===== src/rtl/pipeline_pkg.sv =====
// Shared definitions for the MIPS pipeline control blocks: hazard FSM encoding
// and register-index width.
package pipeline_pkg;

  localparam int REG_W = 5;
  localparam logic [REG_W-1:0] REG_ZERO = '0;

  typedef enum logic {
    RUN     = 1'b0,
    MEMWAIT = 1'b1
  } hz_state_t;

endpackage


===== src/rtl/hazard_ctrl_if.sv =====
// Hazard-controller bundle: hazard sources from ID/EX/MEM and the
// stall/flush/freeze controls returned to the pipeline registers.
interface hazard_ctrl_if #(parameter int CNT_W = 16);
  import pipeline_pkg::*;

  logic [REG_W-1:0] id_RegisterRs;
  logic [REG_W-1:0] id_RegisterRt;
  logic             id_use_rs;
  logic             id_use_rt;
  logic             id_jump;
  logic             exe_MemRead;
  logic             exe_RegWrite;
  logic [REG_W-1:0] exe_RegisterRt;
  logic             exe_branch_taken;
  logic             mem_req;
  logic             dmem_ready;

  logic             pc_write;
  logic             ifid_write;
  logic             ifid_flush;
  logic             stall;
  logic             freeze;
  logic             mem_err;
  logic [CNT_W-1:0] stall_cnt;
  logic [CNT_W-1:0] flush_cnt;

  // Pipeline side drives the hazard sources and consumes the controls.
  modport master (
    output id_RegisterRs, id_RegisterRt, id_use_rs, id_use_rt, id_jump,
           exe_MemRead, exe_RegWrite, exe_RegisterRt, exe_branch_taken,
           mem_req, dmem_ready,
    input  pc_write, ifid_write, ifid_flush, stall, freeze, mem_err,
           stall_cnt, flush_cnt
  );

  modport slave (
    input  id_RegisterRs, id_RegisterRt, id_use_rs, id_use_rt, id_jump,
           exe_MemRead, exe_RegWrite, exe_RegisterRt, exe_branch_taken,
           mem_req, dmem_ready,
    output pc_write, ifid_write, ifid_flush, stall, freeze, mem_err,
           stall_cnt, flush_cnt
  );

endinterface


===== src/rtl/hazard_ctrl_sat_counter.sv =====
// Saturating up-counter with asynchronous active-low clear; holds at all-ones.
module sat_counter #(
  parameter int W = 16
) (
  input  logic         clk,
  input  logic         rst,
  input  logic         inc,
  output logic [W-1:0] cnt
);

  always_ff @(posedge clk or negedge rst) begin
    if (!rst)                  cnt <= '0;
    else if (inc && cnt != '1) cnt <= cnt + W'(1);
  end

endmodule


===== src/rtl/hazard_ctrl.sv =====
// Load-use / control / data-memory hazard controller for the 5-stage core.
// Controls are combinational from state and inputs; counters and mem_err are registered.
module hazard_ctrl
  import pipeline_pkg::*;
#(
  parameter int MEM_TIMEOUT = 16,
  parameter int CNT_W       = 16
) (
  input logic          clk,
  input logic          rst,
  hazard_ctrl_if.slave hz
);

  localparam int WCW = $clog2(MEM_TIMEOUT + 1);

  hz_state_t      state, state_nxt;
  logic [WCW-1:0] wait_cnt, wait_nxt;
  logic           err_set, err_q;
  logic           loaduse, rs_hit, rt_hit;
  logic           pc_w, ifid_w, flush, bubble, frz;
  logic [CNT_W-1:0] stall_cnt, flush_cnt;

  // A load to $zero never produces data, so it can never be a hazard.
  assign rs_hit  = hz.id_use_rs && (hz.id_RegisterRs == hz.exe_RegisterRt);
  assign rt_hit  = hz.id_use_rt && (hz.id_RegisterRt == hz.exe_RegisterRt);
  assign loaduse = hz.exe_MemRead && hz.exe_RegWrite &&
                   (hz.exe_RegisterRt != REG_ZERO) && (rs_hit || rt_hit);

  always_ff @(posedge clk or negedge rst) begin
    if (!rst) begin
      state    <= RUN;
      wait_cnt <= '0;
      err_q    <= 1'b0;
    end else begin
      state    <= state_nxt;
      wait_cnt <= wait_nxt;
      if (err_set) err_q <= 1'b1;
    end
  end

  always_comb begin
    state_nxt = state;
    wait_nxt  = wait_cnt;
    err_set   = 1'b0;
    pc_w      = 1'b1;
    ifid_w    = 1'b1;
    flush     = 1'b0;
    bubble    = 1'b0;
    frz       = 1'b0;
    case (state)
      RUN: begin
        if (hz.mem_req && !hz.dmem_ready) begin
          frz       = 1'b1;
          pc_w      = 1'b0;
          ifid_w    = 1'b0;
          state_nxt = MEMWAIT;
          wait_nxt  = WCW'(1);
        end else if (hz.exe_branch_taken) begin
          // Taken branch squashes ID even if it also has a load-use or jump.
          flush  = 1'b1;
          bubble = 1'b1;
        end else if (loaduse) begin
          pc_w   = 1'b0;
          ifid_w = 1'b0;
          bubble = 1'b1;
        end else if (hz.id_jump) begin
          flush  = 1'b1;
        end
      end
      MEMWAIT: begin
        // Everything is held, so branch/jump/load-use get re-seen on return.
        frz    = 1'b1;
        pc_w   = 1'b0;
        ifid_w = 1'b0;
        if (hz.dmem_ready) begin
          state_nxt = RUN;
          wait_nxt  = '0;
        end else if (wait_cnt == WCW'(MEM_TIMEOUT)) begin
          err_set   = 1'b1;
          state_nxt = RUN;
          wait_nxt  = '0;
        end else begin
          wait_nxt  = wait_cnt + WCW'(1);
        end
      end
      default: state_nxt = RUN;
    endcase
  end

  sat_counter #(.W(CNT_W)) u_stall_cnt (
    .clk (clk),
    .rst (rst),
    .inc (!pc_w),
    .cnt (stall_cnt)
  );

  sat_counter #(.W(CNT_W)) u_flush_cnt (
    .clk (clk),
    .rst (rst),
    .inc (flush),
    .cnt (flush_cnt)
  );

  assign hz.pc_write   = pc_w;
  assign hz.ifid_write = ifid_w;
  assign hz.ifid_flush = flush;
  assign hz.stall      = bubble;
  assign hz.freeze     = frz;
  assign hz.mem_err    = err_q;
  assign hz.stall_cnt  = stall_cnt;
  assign hz.flush_cnt  = flush_cnt;

endmodule


===== src/flat_wrapper.sv =====
// flat-port wrapper written by rule: the top's interface ports become plain ports
module hazard_ctrl_flat import pipeline_pkg::*;
#(
  parameter int MEM_TIMEOUT = 16,
  parameter int CNT_W       = 16
)
  (clk, rst, hz_id_RegisterRs, hz_id_RegisterRt, hz_id_use_rs, hz_id_use_rt, hz_id_jump, hz_exe_MemRead, hz_exe_RegWrite, hz_exe_RegisterRt, hz_exe_branch_taken, hz_mem_req, hz_dmem_ready, hz_pc_write, hz_ifid_write, hz_ifid_flush, hz_stall, hz_freeze, hz_mem_err, hz_stall_cnt, hz_flush_cnt);
  hazard_ctrl_if #(.CNT_W(CNT_W)) hz_i ();
  input logic clk;
  input logic rst;
  input wire logic [$bits(hz_i.id_RegisterRs)-1:0] hz_id_RegisterRs;
  input wire logic [$bits(hz_i.id_RegisterRt)-1:0] hz_id_RegisterRt;
  input wire logic [$bits(hz_i.id_use_rs)-1:0] hz_id_use_rs;
  input wire logic [$bits(hz_i.id_use_rt)-1:0] hz_id_use_rt;
  input wire logic [$bits(hz_i.id_jump)-1:0] hz_id_jump;
  input wire logic [$bits(hz_i.exe_MemRead)-1:0] hz_exe_MemRead;
  input wire logic [$bits(hz_i.exe_RegWrite)-1:0] hz_exe_RegWrite;
  input wire logic [$bits(hz_i.exe_RegisterRt)-1:0] hz_exe_RegisterRt;
  input wire logic [$bits(hz_i.exe_branch_taken)-1:0] hz_exe_branch_taken;
  input wire logic [$bits(hz_i.mem_req)-1:0] hz_mem_req;
  input wire logic [$bits(hz_i.dmem_ready)-1:0] hz_dmem_ready;
  output wire logic [$bits(hz_i.pc_write)-1:0] hz_pc_write;
  output wire logic [$bits(hz_i.ifid_write)-1:0] hz_ifid_write;
  output wire logic [$bits(hz_i.ifid_flush)-1:0] hz_ifid_flush;
  output wire logic [$bits(hz_i.stall)-1:0] hz_stall;
  output wire logic [$bits(hz_i.freeze)-1:0] hz_freeze;
  output wire logic [$bits(hz_i.mem_err)-1:0] hz_mem_err;
  output wire logic [$bits(hz_i.stall_cnt)-1:0] hz_stall_cnt;
  output wire logic [$bits(hz_i.flush_cnt)-1:0] hz_flush_cnt;
  assign hz_i.id_RegisterRs = hz_id_RegisterRs;
  assign hz_i.id_RegisterRt = hz_id_RegisterRt;
  assign hz_i.id_use_rs = hz_id_use_rs;
  assign hz_i.id_use_rt = hz_id_use_rt;
  assign hz_i.id_jump = hz_id_jump;
  assign hz_i.exe_MemRead = hz_exe_MemRead;
  assign hz_i.exe_RegWrite = hz_exe_RegWrite;
  assign hz_i.exe_RegisterRt = hz_exe_RegisterRt;
  assign hz_i.exe_branch_taken = hz_exe_branch_taken;
  assign hz_i.mem_req = hz_mem_req;
  assign hz_i.dmem_ready = hz_dmem_ready;
  assign hz_pc_write = hz_i.pc_write;
  assign hz_ifid_write = hz_i.ifid_write;
  assign hz_ifid_flush = hz_i.ifid_flush;
  assign hz_stall = hz_i.stall;
  assign hz_freeze = hz_i.freeze;
  assign hz_mem_err = hz_i.mem_err;
  assign hz_stall_cnt = hz_i.stall_cnt;
  assign hz_flush_cnt = hz_i.flush_cnt;
  hazard_ctrl #(.MEM_TIMEOUT(MEM_TIMEOUT), .CNT_W(CNT_W)) u_core (.clk(clk), .rst(rst), .hz(hz_i));
endmodule

===== config.mk =====
export PLATFORM = sky130hd
export DESIGN_NAME = hazard_ctrl_flat
export DESIGN_NICKNAME = d
export VERILOG_FILES = /design/src/rtl/pipeline_pkg.sv /design/src/rtl/hazard_ctrl_if.sv /design/src/rtl/hazard_ctrl_sat_counter.sv /design/src/rtl/hazard_ctrl.sv /design/src/flat_wrapper.sv
export SDC_FILE = /design/constraint.sdc
export NUM_CORES = 1
export LEC_CHECK = 0
export BUFFER_PORTS_ARGS = -buffer_cell sky130_fd_sc_hd__buf_2
export CORE_MARGIN = 5
export CORE_UTILIZATION = 54
export CTS_CLUSTER_SIZE = 28
export DETAILED_ROUTE_END_ITERATION = 7
export GPL_TIMING_DRIVEN = 0
export PLACE_DENSITY = 0.81
export SLEW_MARGIN = 20
export SYNTH_ARGS = -nofsm -noshare
export SYNTH_HDL_FRONTEND = slang
export SYNTH_SLANG_ARGS = --single-unit
export TNS_END_PERCENT = 10

===== constraint.sdc =====
create_clock -name clk -period 3.7 [get_ports clk]
set_input_delay 0.555 -clock clk [delete_from_list [all_inputs] [get_ports clk]]
set_output_delay 0.555 -clock clk [all_outputs]
set_load 0.1 [all_outputs]

==> results.sh, run 1 <==
export IMPL_post_layout_total_power_uw=1790
export IMPL_power_static_leakage_uw=0.00119
export IMPL_synth_yosys_seq_area_share=0.487
export IMPL_cp_end_kind="primary output"
export IMPL_drc=0
export IMPL_h_tree_level_count=2
export IMPL_route_antenna_remaining_nets=0
export IMPL_final_critical_path_share_of_the_clock_period=0.766
export IMPL_syn_instance_count=191
export IMPL_post_cts_setup_buffers=0
export IMPL_die_area_sq_mm=0.00503
export IMPL_timing_critical_path_fanout_max=4
export IMPL_final_max_slew_violation_count=0
export IMPL_holdCritPathClass="input port to asynchronous set/reset pin"
export IMPL_chipHeight_microns=70.9
export IMPL_grt_start_max_net_pins=40
export IMPL_drt_first_pass_iters=7
export IMPL_criticalPathCategory="input port to primary output"
export IMPL_layout_common_cells="buf_2, dfrtp_1, xnor2_1"
export IMPL_grt_first_pass_wirelength_microns=7310
export IMPL_synth_net_count=220
export IMPL_regToRegSetupSlack_ns=1.51
export IMPL_tritoncts="yes"
export IMPL_rr_worst_depth=8
export IMPL_ctsHoldBuffers=0
export IMPL_synth_edf_count=0
export IMPL_cts_repair_resize_count=0
export IMPL_cts_root_buf="clkbuf_8"
export IMPL_drt_iter0_markers=55
export IMPL_irDropWorstVdd_uv=783
export IMPL_slew_headroom=0.441
export IMPL_numClockSinks=39
export IMPL_worst_slew_pin_slew_ns=0.839
export IMPL_grt_antenna_before_repair=0
export IMPL_crit_arrival_ns=2.28
export IMPL_grt_pass1_vias=1647
export IMPL_antenna_diode_count=0
export IMPL_port_buffer_count=62
export IMPL_final_min_clock_period_ns=2.83
export IMPL_core_region_area_sq_mm=0.00363
export IMPL_area_growth_pct=22.8
export IMPL_postSynthRegisterBits=39
export IMPL_final_nets=289
export IMPL_row_count=22
export IMPL_cts_reportedPaths_clkPinSlew_ns=0.07
export IMPL_setup_total_negative_slack_ns=0
export IMPL_run_status="completed"
export IMPL_place_hpwl_microns=3240
export IMPL_max_cap_viol_count=0
export IMPL_avgViaCountPerCell=5.32
export IMPL_final_setup_skew_ns=0.00831
export IMPL_ys_warnings_count=0
export IMPL_synth_avg_cell_area_sq_um=10.5
export IMPL_cts_root_to_sink_buffers=2
export IMPL_synth_async_sr_flop_share=1.00
export IMPL_synth_flop_cell="dfrtp_1"
export IMPL_worst_ep_required_time_ns=3.14
export IMPL_route_final_wire_length_microns=4240
export IMPL_numCtsBuffers=5
export IMPL_origin_of_the_critical_flop_to_flop_path="u_core.u_stall_cnt.cnt[0]"
export IMPL_regToRegEndpoint="u_core.u_stall_cnt.cnt[15]"
export IMPL_setup_repair_after_global_routing_missed_its_margin="false"
export IMPL_post_route_cells_drive_above_1_share=0.307
export IMPL_powerDensity_mw_per_mm2=726
export IMPL_routed_via_count=1643
export IMPL_fmax_ghz=0.353
export IMPL_io_pins=63
export IMPL_avgRoutedWirePerCell_microns=13.7
export IMPL_grt_overflow=0
export IMPL_grt_util_all_layers=0.178
export IMPL_clk_insertion_delay_late_ns=0.28
export IMPL_finalWeightedCongestion=0.820
export IMPL_synth_area_sq_mm=0.00200
export IMPL_number_of_hold_slack_violations_in_the_final_timing_report=0
export IMPL_yosys_cell_types_count=38
export IMPL_effective_utilization_at_floorplan=0.552
export IMPL_setup_violations_final=0
export IMPL_die_x_microns=70.9
export IMPL_timing_critical_path_from_type="input port"
export IMPL_final_common_cell="buf_2"
[per-stage QoR]
step	area [sq um]	worst slack (ns)	cells	util	hold WS, ns
6_report	2460	0.867	309	0.678	0.375
5_1_grt	2460	0.772	309	0.678	0.440
4_1_cts	2460	0.861	309	0.678	0.405
3_5_place_dp	2380	0.856	301	0.655	0.454
3_3_place_gp	2380	0.909	301	0.655	0.447
2_1_floorplan	2010	0.146	191	-	0.259
[metal layers]
| layer | vias up | routed length (microns) | part of all wire | track usage |
|---|---|---|---|---|
| li1 | 805 | - | - | - |
| met1 | 781 | 1860 | 0.44 | 0.234 |
| met2 | 51 | 2010 | 0.47 | 0.284 |
| met3 | 6 | 335 | 0.079 | 0.0568 |
| met4 | 0 | 38 | 0.0090 | 0.0543 |
| met5 | - | 0 | 0 | 0 |
[where the power goes]
| part | switching, uW | internal (uW) |
|---|---|---|
| clock network | 136 | 132 |
| logic | 736 | 165 |
| registers | 109 | 509 |
[synthesized netlist by cell type, types with 2 or more instances]
master | instances | area share
ha_1 | 4 | 0.025
a21oi_1 | 3 | 0.0075
o21ai_0 | 5 | 0.012
and4_4 | 2 | 0.011
mux2_2 | 2 | 0.011
nand3_1 | 13 | 0.032
nor2_1 | 12 | 0.022
nand2_1 | 14 | 0.026
inv_1 | 9 | 0.017
o22ai_1 | 2 | 0.0062
nand4_1 | 15 | 0.047
and3_1 | 5 | 0.016
xnor2_1 | 33 | 0.14
dfrtp_1 | 39 | 0.49
xor2_1 | 8 | 0.035
nor4_1 | 2 | 0.0062
nor3b_1 | 2 | 0.0075
[critical path: stages]
cell and delay, ns:
buf_2 0.12, or3_1 0.36, o311a_1 0.35, a21boi_1 0.23
o21a_1 0.21, buf_2 0.45
[worst max path at each step]
stage,start,to,slack [ns],cells past startpoint
finish,hz_exe_RegisterRt[0],hz_ifid_flush,0.87,6
global route,hz_exe_RegisterRt[0],hz_ifid_flush,0.77,6
CTS,hz_exe_RegisterRt[0],hz_ifid_flush,0.86,6
detailed placement,hz_exe_RegisterRt[0],hz_ifid_flush,0.86,6
global placement,hz_exe_RegisterRt[0],hz_ifid_flush,0.91,6
floorplan,hz_dmem_ready,hz_pc_write,0.15,5
[cell type report]
cell class	instances	area (sq um)
Timing Repair Buffer	62	310
Buffer	3	22.5
Fill cell	315	1170
Inverter	9	33.8
Sequential cell	39	976
Clock buffer	7	76.3
Multi-Input combinational cell	140	978
Tap cell	48	60.1
Clock inverter	1	5.00
[registers in the layout, indices dropped and copies added (netlist names)]
register                count
u_core.wait_cnt             5
u_core.state                1
u_core.u_flush_cnt.cnt     16
u_core.hz.mem_err           1
u_core.u_stall_cnt.cnt     16
[cells by family after synthesis]
logic type      Yosys count  share of synthesized area
xor+xnor                 41                      0.179
mux                       3                     0.0162
fa+ha+maj                 4                     0.0250
compound gates           19                     0.0668
buf+inv                  12                     0.0281
simple gates             73                      0.198
flops                    39                      0.487
No activity file was read; power rests on OpenSTA's default activity.
==> run 2, diff against run 1 <==
- ABC_AREA: default -> 1
- CORE_UTILIZATION: 54 -> 48
- PLACE_DENSITY: 0.81 -> 0.73
- clock period: 3.7 -> 2.35 ns (I/O delays scaled with it)
==> run 2 against run 1 <==
Net effect:
- synthesized cell count is 86% higher
- first-iteration DRC count grew 71%
- worst hold slack got worse by 0.21 ns
- via count rose by 43%
- combinational power up 27%
- area after synthesis grew 27%
- count of clock-buffer cells in the layout decreased by 1
- critical path depth rose by 1
- die area grew 37%
- sequential cell count unchanged
- clock power rose by 150%
- wire length up 32%
- critical path type is now register to primary output
- largest power group unchanged
==> results.sh, run 2 <==
export IMPL_run_status="completed"
export IMPL_synth_area_sq_mm=0.00255
export IMPL_setup_total_negative_slack_ns=0
export IMPL_synthMuxAreaShare=0
export IMPL_synth_most_common_cell="nand2_1"
export IMPL_ys_warnings_count=0
export IMPL_cts_repair_resize_count=0
export IMPL_io_pins=63
export IMPL_drt_iter0_markers=94
export IMPL_die_area_sq_mm=0.00688
export IMPL_irDropWorstVdd_uv=906
export IMPL_drt_first_pass_iters=4
export IMPL_grt_pass1_vias=2197
export IMPL_place_hpwl_microns=4250
export IMPL_synth_yosys_seq_area_share=0.382
export IMPL_number_of_hold_slack_violations_in_the_final_timing_report=0
export IMPL_effective_utilization_at_floorplan=0.497
export IMPL_crit_arrival_ns=1.84
export IMPL_avgViaCountPerCell=4.73
export IMPL_use_met2=0.275
export IMPL_synth_top_area_frac=0.382
export IMPL_synth_net_count=385
export IMPL_synth_top_cell_by_area="dfrtp_1"
export IMPL_final_setup_skew_ns=0.00654
export IMPL_final_max_slew_violation_count=0
export IMPL_synthAdderAreaFrac=0.0196
export IMPL_post_cts_setup_buffers=0
export IMPL_holdCritPathClass="input port to asynchronous set/reset pin"
export IMPL_cts_root_buf="clkbuf_8"
export IMPL_ctsHoldBuffers=0
export IMPL_numCtsBuffers=5
export IMPL_route_final_wire_length_microns=5610
export IMPL_yosys_cell_types_count=31
export IMPL_grt_start_max_net_pins=40
export IMPL_ys_top_cells_by_area="dfrtp_1, nand2_1, xor2_1, inv_1, xnor2_1"
export IMPL_synth_compound_area_frac=0.0284
export IMPL_syn_instance_count=356
export IMPL_postSynthRegisterBits=39
export IMPL_timing_critical_path_from_type="register"
export IMPL_synth_async_sr_flop_share=1.00
export IMPL_area_growth_pct=21.4
export IMPL_numClockSinks=39
export IMPL_post_route_cells_drive_above_1_share=0.230
export IMPL_layout_common_cells="nand2_1, buf_2, inv_1"
export IMPL_final_critical_path_share_of_the_clock_period=0.931
export IMPL_grt_overflow=0
export IMPL_die_x_microns=83.0
export IMPL_grt_busiest_layer="met2"
export IMPL_yosys_top_cells_count="nand2_1, inv_1, dfrtp_1"
export IMPL_synth_avg_cell_area_sq_um=7.18
export IMPL_final_nets=454
export IMPL_tritoncts="yes"
export IMPL_clk_insertion_delay_late_ns=0.30
export IMPL_row_count=26
export IMPL_regToRegSetupSlack_ns=0.63
export IMPL_route_antenna_remaining_nets=0
export IMPL_worst_slew_pin_slew_ns=0.852
export IMPL_layout_top_registers="u_core.u_flush_cnt.cnt: 16 flops, u_core.u_stall_cnt.cnt: 16 flops, u_core.wait_cnt: 5 flops"
export IMPL_fmax_ghz=0.457
export IMPL_worst_ep_required_time_ns=2.00
export IMPL_grt_util_all_layers=0.171
export IMPL_seq_area_sq_um=976
export IMPL_met3_use_gr=0.0535
export IMPL_setup_violations_final=0
export IMPL_grt_met1_usage=0.216
export IMPL_setup_repair_after_global_routing_missed_its_margin="false"
export IMPL_holdWs_ns=0.160
export IMPL_grt_antenna_before_repair=0
export IMPL_timing_critical_path_fanout_max=6
export IMPL_port_buffer_count=62
export IMPL_avgRoutedWirePerCell_microns=11.3
export IMPL_final_common_cell="nand2_1"
export IMPL_synth_simple_gate_area_share=0.366
export IMPL_final_min_clock_period_ns=2.19
export IMPL_powerDensity_mw_per_mm2=865
export IMPL_synth_flop_cell="dfrtp_1"
export IMPL_fillCellCount=514
export IMPL_finalWeightedCongestion=0.916
export IMPL_cts_reportedPaths_clkPinSlew_ns=0.08
export IMPL_drc=0
export IMPL_h_tree_level_count=2
export IMPL_grt_first_pass_wirelength_microns=9830
export IMPL_synth_top_family_by_area="simple AND/OR/NAND/NOR gates"
export IMPL_synth_edf_count=0
export IMPL_antenna_diode_count=0
export IMPL_postPlaceCellArea_sq_mm=0.00297
export IMPL_criticalPathCategory="register to primary output"
export IMPL_synthXorXnorAreaFrac=0.106
export IMPL_max_cap_viol_count=0
export IMPL_cp_end_kind="primary output"
export IMPL_core_region_area_sq_mm=0.00514
export IMPL_layout_cell_area_non_filler_sq_mm=0.00310
export IMPL_chipHeight_microns=83.0
export IMPL_slew_headroom=0.432
export IMPL_multi_input_area_sq_mm=0.00134
export IMPL_power_static_leakage_uw=0.00166
export IMPL_cts_root_to_sink_buffers=2
export IMPL_routed_via_count=2347
-- run 2: cell count changes after synthesis, sizes merged, moves of 4 or more --
| cell | delta |
|---|---|
| xor2 | +13 |
| nand2 | +133 |
| and3 | -5 |
| nand3 | +5 |
| buf | +4 |
| nand4 | -8 |
| xnor2 | -23 |
| inv | +40 |
| nor3 | +15 |
| nor2 | +8 |
-- run 2: worst paths after layout --
check,from,to,depth (start not counted)
max,u_core.state,hz_pc_write,7
max reg2reg,u_core.u_stall_cnt.cnt[0],u_core.u_stall_cnt.cnt[4],8
max in group asynchronous,rst,u_core.u_flush_cnt.cnt[1],1
min reg2reg,u_core.hz.mem_err,u_core.hz.mem_err,1
min,rst,u_core.wait_cnt[2],1
min in group clk,hz_dmem_ready,u_core.hz.mem_err,4
-- run 2: worst max-delay path, stage by stage (launching register included) --
cell and delay [ns]:
dfrtp_1 0.41, inv_1 0.13, nand2_4 0.09, inv_1 0.20, nand2_2 0.13, clkinvlp_4 0.08, buf_4 0.09, buf_2 0.41
-- run 2: area by class of cell --
cell class	instances	area share
timing repair buffer	62	0.100
clock inverter	2	0.0194
buffer	6	0.0198
multi-input combinational	261	0.433
tap	70	0.0282
clock buffer	6	0.0234
inverter	50	0.0617
sequential	39	0.315
-- run 2: cell families (layout without fill, tap and decap cells) --
| kind of cell | after synthesis | count (layout) |
|---|---|---|
| xor gates and xnor gates | 31 | 31 |
| adders and majority gates | 4 | 4 |
| and+or+nand+nor | 213 | 213 |
| DFF | 39 | 39 |
| buffers and inverters | 56 | 126 |
| AOI/OAI and AO/OA | 13 | 13 |
-- run 2: per-stage QoR --
step / std cells / setup slack, ns / total power, uW / utilization
3_5_place_dp: 488 / 0.354 / 2030 / 0.577
6_report: 496 / 0.162 / 2680 / 0.603
4_1_cts: 496 / 0.130 / 2700 / 0.603
3_3_place_gp: 488 / 0.358 / 2020 / 0.577
2_1_floorplan: 356 / 0.0660 / 1820 / -
5_1_grt: 496 / 0.00272 / 2830 / 0.603
-- run 2: metal layers --
metal	share of wire	vias to the layer above
met5	0	-
met4	0.023	0
met3	0.055	12
met2	0.47	56
met1	0.45	1047
li1	-	1232
-- run 2: power breakdown --
group,switching (uW),internal (uW),leakage (uW)
clock network,243,425,0.0000654
registers,114,758,0.000528
logic,917,225,0.00107
total,1270,1410,0.00166
==> run 3, diff against run 2 <==
- CORE_MARGIN: 5 -> default
==> run 3 against run 2 <==
Net effect:
- setup slack improved by 0.015 ns
- critical path type unchanged
- largest cell class unchanged
- highest routed layer unchanged
- critical endpoint unchanged
- critical path depth did not move
- sequential power hardly changed
==> results.sh, run 3 (synthesized netlist as in run 2, its figures left out) <==
export IMPL_fillCellCount=485
export IMPL_drt_first_pass_iters=4
export IMPL_grt_antenna_before_repair=0
export IMPL_antenna_diode_count=0
export IMPL_place_hpwl_microns=4240
export IMPL_grt_pass1_vias=2201
export IMPL_worst_case_setup_slack_after_placement_ns=0.355
export IMPL_die_x_microns=75.0
export IMPL_post_cts_setup_buffers=0
export IMPL_cp_end_kind="primary output"
export IMPL_avgRoutedWirePerCell_microns=11.0
export IMPL_max_stage_delay_ns=0.41
export IMPL_area_growth_pct=19.5
export IMPL_holdWs_ns=0.164
export IMPL_die_area_sq_mm=0.00562
export IMPL_grt_util_all_layers=0.211
export IMPL_route_antenna_remaining_nets=0
export IMPL_crit_arrival_ns=1.82
export IMPL_origin_of_the_critical_flop_to_flop_path="u_core.u_flush_cnt.cnt[0]"
export IMPL_h_tree_level_count=2
export IMPL_setup_repair_after_global_routing_missed_its_margin="false"
export IMPL_fmax_ghz=0.460
export IMPL_setup_violations_final=0
export IMPL_slew_headroom=0.436
export IMPL_max_cap_viol_count=0
export IMPL_layout_cell_area_non_filler_sq_mm=0.00305
export IMPL_numCtsBuffers=5
export IMPL_criticalPathCategory="register to primary output"
export IMPL_layout_common_cells="nand2_1, buf_2, inv_1"
export IMPL_timing_critical_path_from_type="register"
export IMPL_tritoncts="yes"
export IMPL_worst_ep_required_time_ns=2.00
export IMPL_rr_worst_depth=11
export IMPL_final_critical_path_share_of_the_clock_period=0.925
export IMPL_layout_top_registers="u_core.u_flush_cnt.cnt: 16 flops, u_core.u_stall_cnt.cnt: 16 flops, u_core.wait_cnt: 5 flops"
export IMPL_drc=0
export IMPL_grt_overflow=0
export IMPL_numClockSinks=39
export IMPL_routed_via_count=2398
export IMPL_chipHeight_microns=75.0
export IMPL_timing_critical_path_cells="inv_1 > nand2_4 > inv_1 > nand2_2 > clkinvlp_4 > buf_4 > buf_2"
export IMPL_regToRegEndpoint="u_core.u_flush_cnt.cnt[5]"
export IMPL_final_instance_count_excl_fill=496
export IMPL_run_status="completed"
export IMPL_setup_total_negative_slack_ns=0
export IMPL_cts_repair_resize_count=0
export IMPL_cts_reportedPaths_clkPinSlew_ns=0.08
export IMPL_final_common_cell="nand2_1"
export IMPL_clk_insertion_delay_late_ns=0.30
export IMPL_number_of_hold_slack_violations_in_the_final_timing_report=0
export IMPL_irDropWorstVdd_uv=814
export IMPL_avgViaCountPerCell=4.83
export IMPL_final_min_clock_period_ns=2.17
export IMPL_cts_root_to_sink_buffers=2
export IMPL_fin_ws_ns=0.177
export IMPL_port_buffer_count=62
export IMPL_holdCritPathClass="input port to asynchronous set/reset pin"
export IMPL_route_final_wire_length_microns=5460
export IMPL_grt_start_max_net_pins=40
export IMPL_power_static_leakage_uw=0.00163
export IMPL_slowest_stage="dfrtp_1"
export IMPL_cts_root_buf="clkbuf_8"
export IMPL_finalWeightedCongestion=0.926
export IMPL_core_region_area_sq_mm=0.00511
export IMPL_timing_critical_path_fanout_max=6
export IMPL_seq_area_sq_um=976
export IMPL_drt_iter0_markers=117
export IMPL_io_pins=63
export IMPL_regToRegSetupSlack_ns=0.65
export IMPL_final_max_slew_violation_count=0
export IMPL_final_nets=454
export IMPL_effective_utilization_at_floorplan=0.500
export IMPL_post_route_cells_drive_above_1_share=0.230
export IMPL_multi_input_area_sq_mm=0.00134
export IMPL_powerDensity_mw_per_mm2=805
export IMPL_row_count=26
export IMPL_path_common_cell="inv_1"
export IMPL_worst_slew_pin_slew_ns=0.846
export IMPL_postPlaceCellArea_sq_mm=0.00297
export IMPL_final_setup_skew_ns=0.0123
export IMPL_ctsHoldBuffers=0
export IMPL_grt_first_pass_wirelength_microns=9130
export IMPL_numPlacedInstances=488
-- run 3: cell count changes in the layout (fill, tap and decap cells not counted), sizes merged --
| cell | previous run | this run |
|---|---|---|
| clkinv | 1 | 2 |
| bufinv | 2 | 0 |
| clkinvlp | 1 | 2 |
-- run 3: area by class of cell --
class	instances	share of cell area
Multi-Input combinational cell	261	0.439
Sequential cell	39	0.320
Timing Repair Buffer	62	0.102
Inverter	50	0.0627
Tap cell	70	0.0287
Clock buffer	6	0.0238
Buffer	6	0.0201
Clock inverter	2	0.00410
-- run 3: how the worst max path moves through the flow --
stage                          from     endpoint  slack, ns
2_1_floorplan         hz_dmem_ready  hz_pc_write       0.07
6_report               u_core.state  hz_pc_write       0.18
3_3_place_gp   hz_exe_RegisterRt[0]  hz_pc_write       0.36
4_1_cts                u_core.state  hz_pc_write       0.16
5_1_grt                u_core.state  hz_pc_write       0.08
3_5_place_dp   hz_exe_RegisterRt[0]  hz_pc_write       0.36
-- run 3: metal layers --
| metal | GRT usage | part of all wire |
|---|---|---|
| met2 | 0.382 | 0.50 |
| met4 | 0.0755 | 0.016 |
| met5 | 0 | 0 |
| met3 | 0.0321 | 0.031 |
| met1 | 0.253 | 0.45 |
-- run 3: critical path, delay by kind of cell, from the launching register on --
kind	cells	cell delay, ns
and+or+nand+nor	2	0.21
buffers and inverters	5	0.90
DFF	1	0.41
-- run 3: per-stage QoR --
step                utilization  total power, uW
global route              0.598             2590
detailed placement        0.581             2030
CTS                       0.598             2480
finish                    0.598             2460
global placement          0.581             2010
floorplan                     -             1820
-- run 3: power by group --
part	switching, uW	total [uW]	leakage (uW)	internal (uW)
clock	237	444	0.0000412	207
sequential	112	870	0.000528	759
combinational	918	1140	0.00107	226
total	1270	2460	0.00163	1190
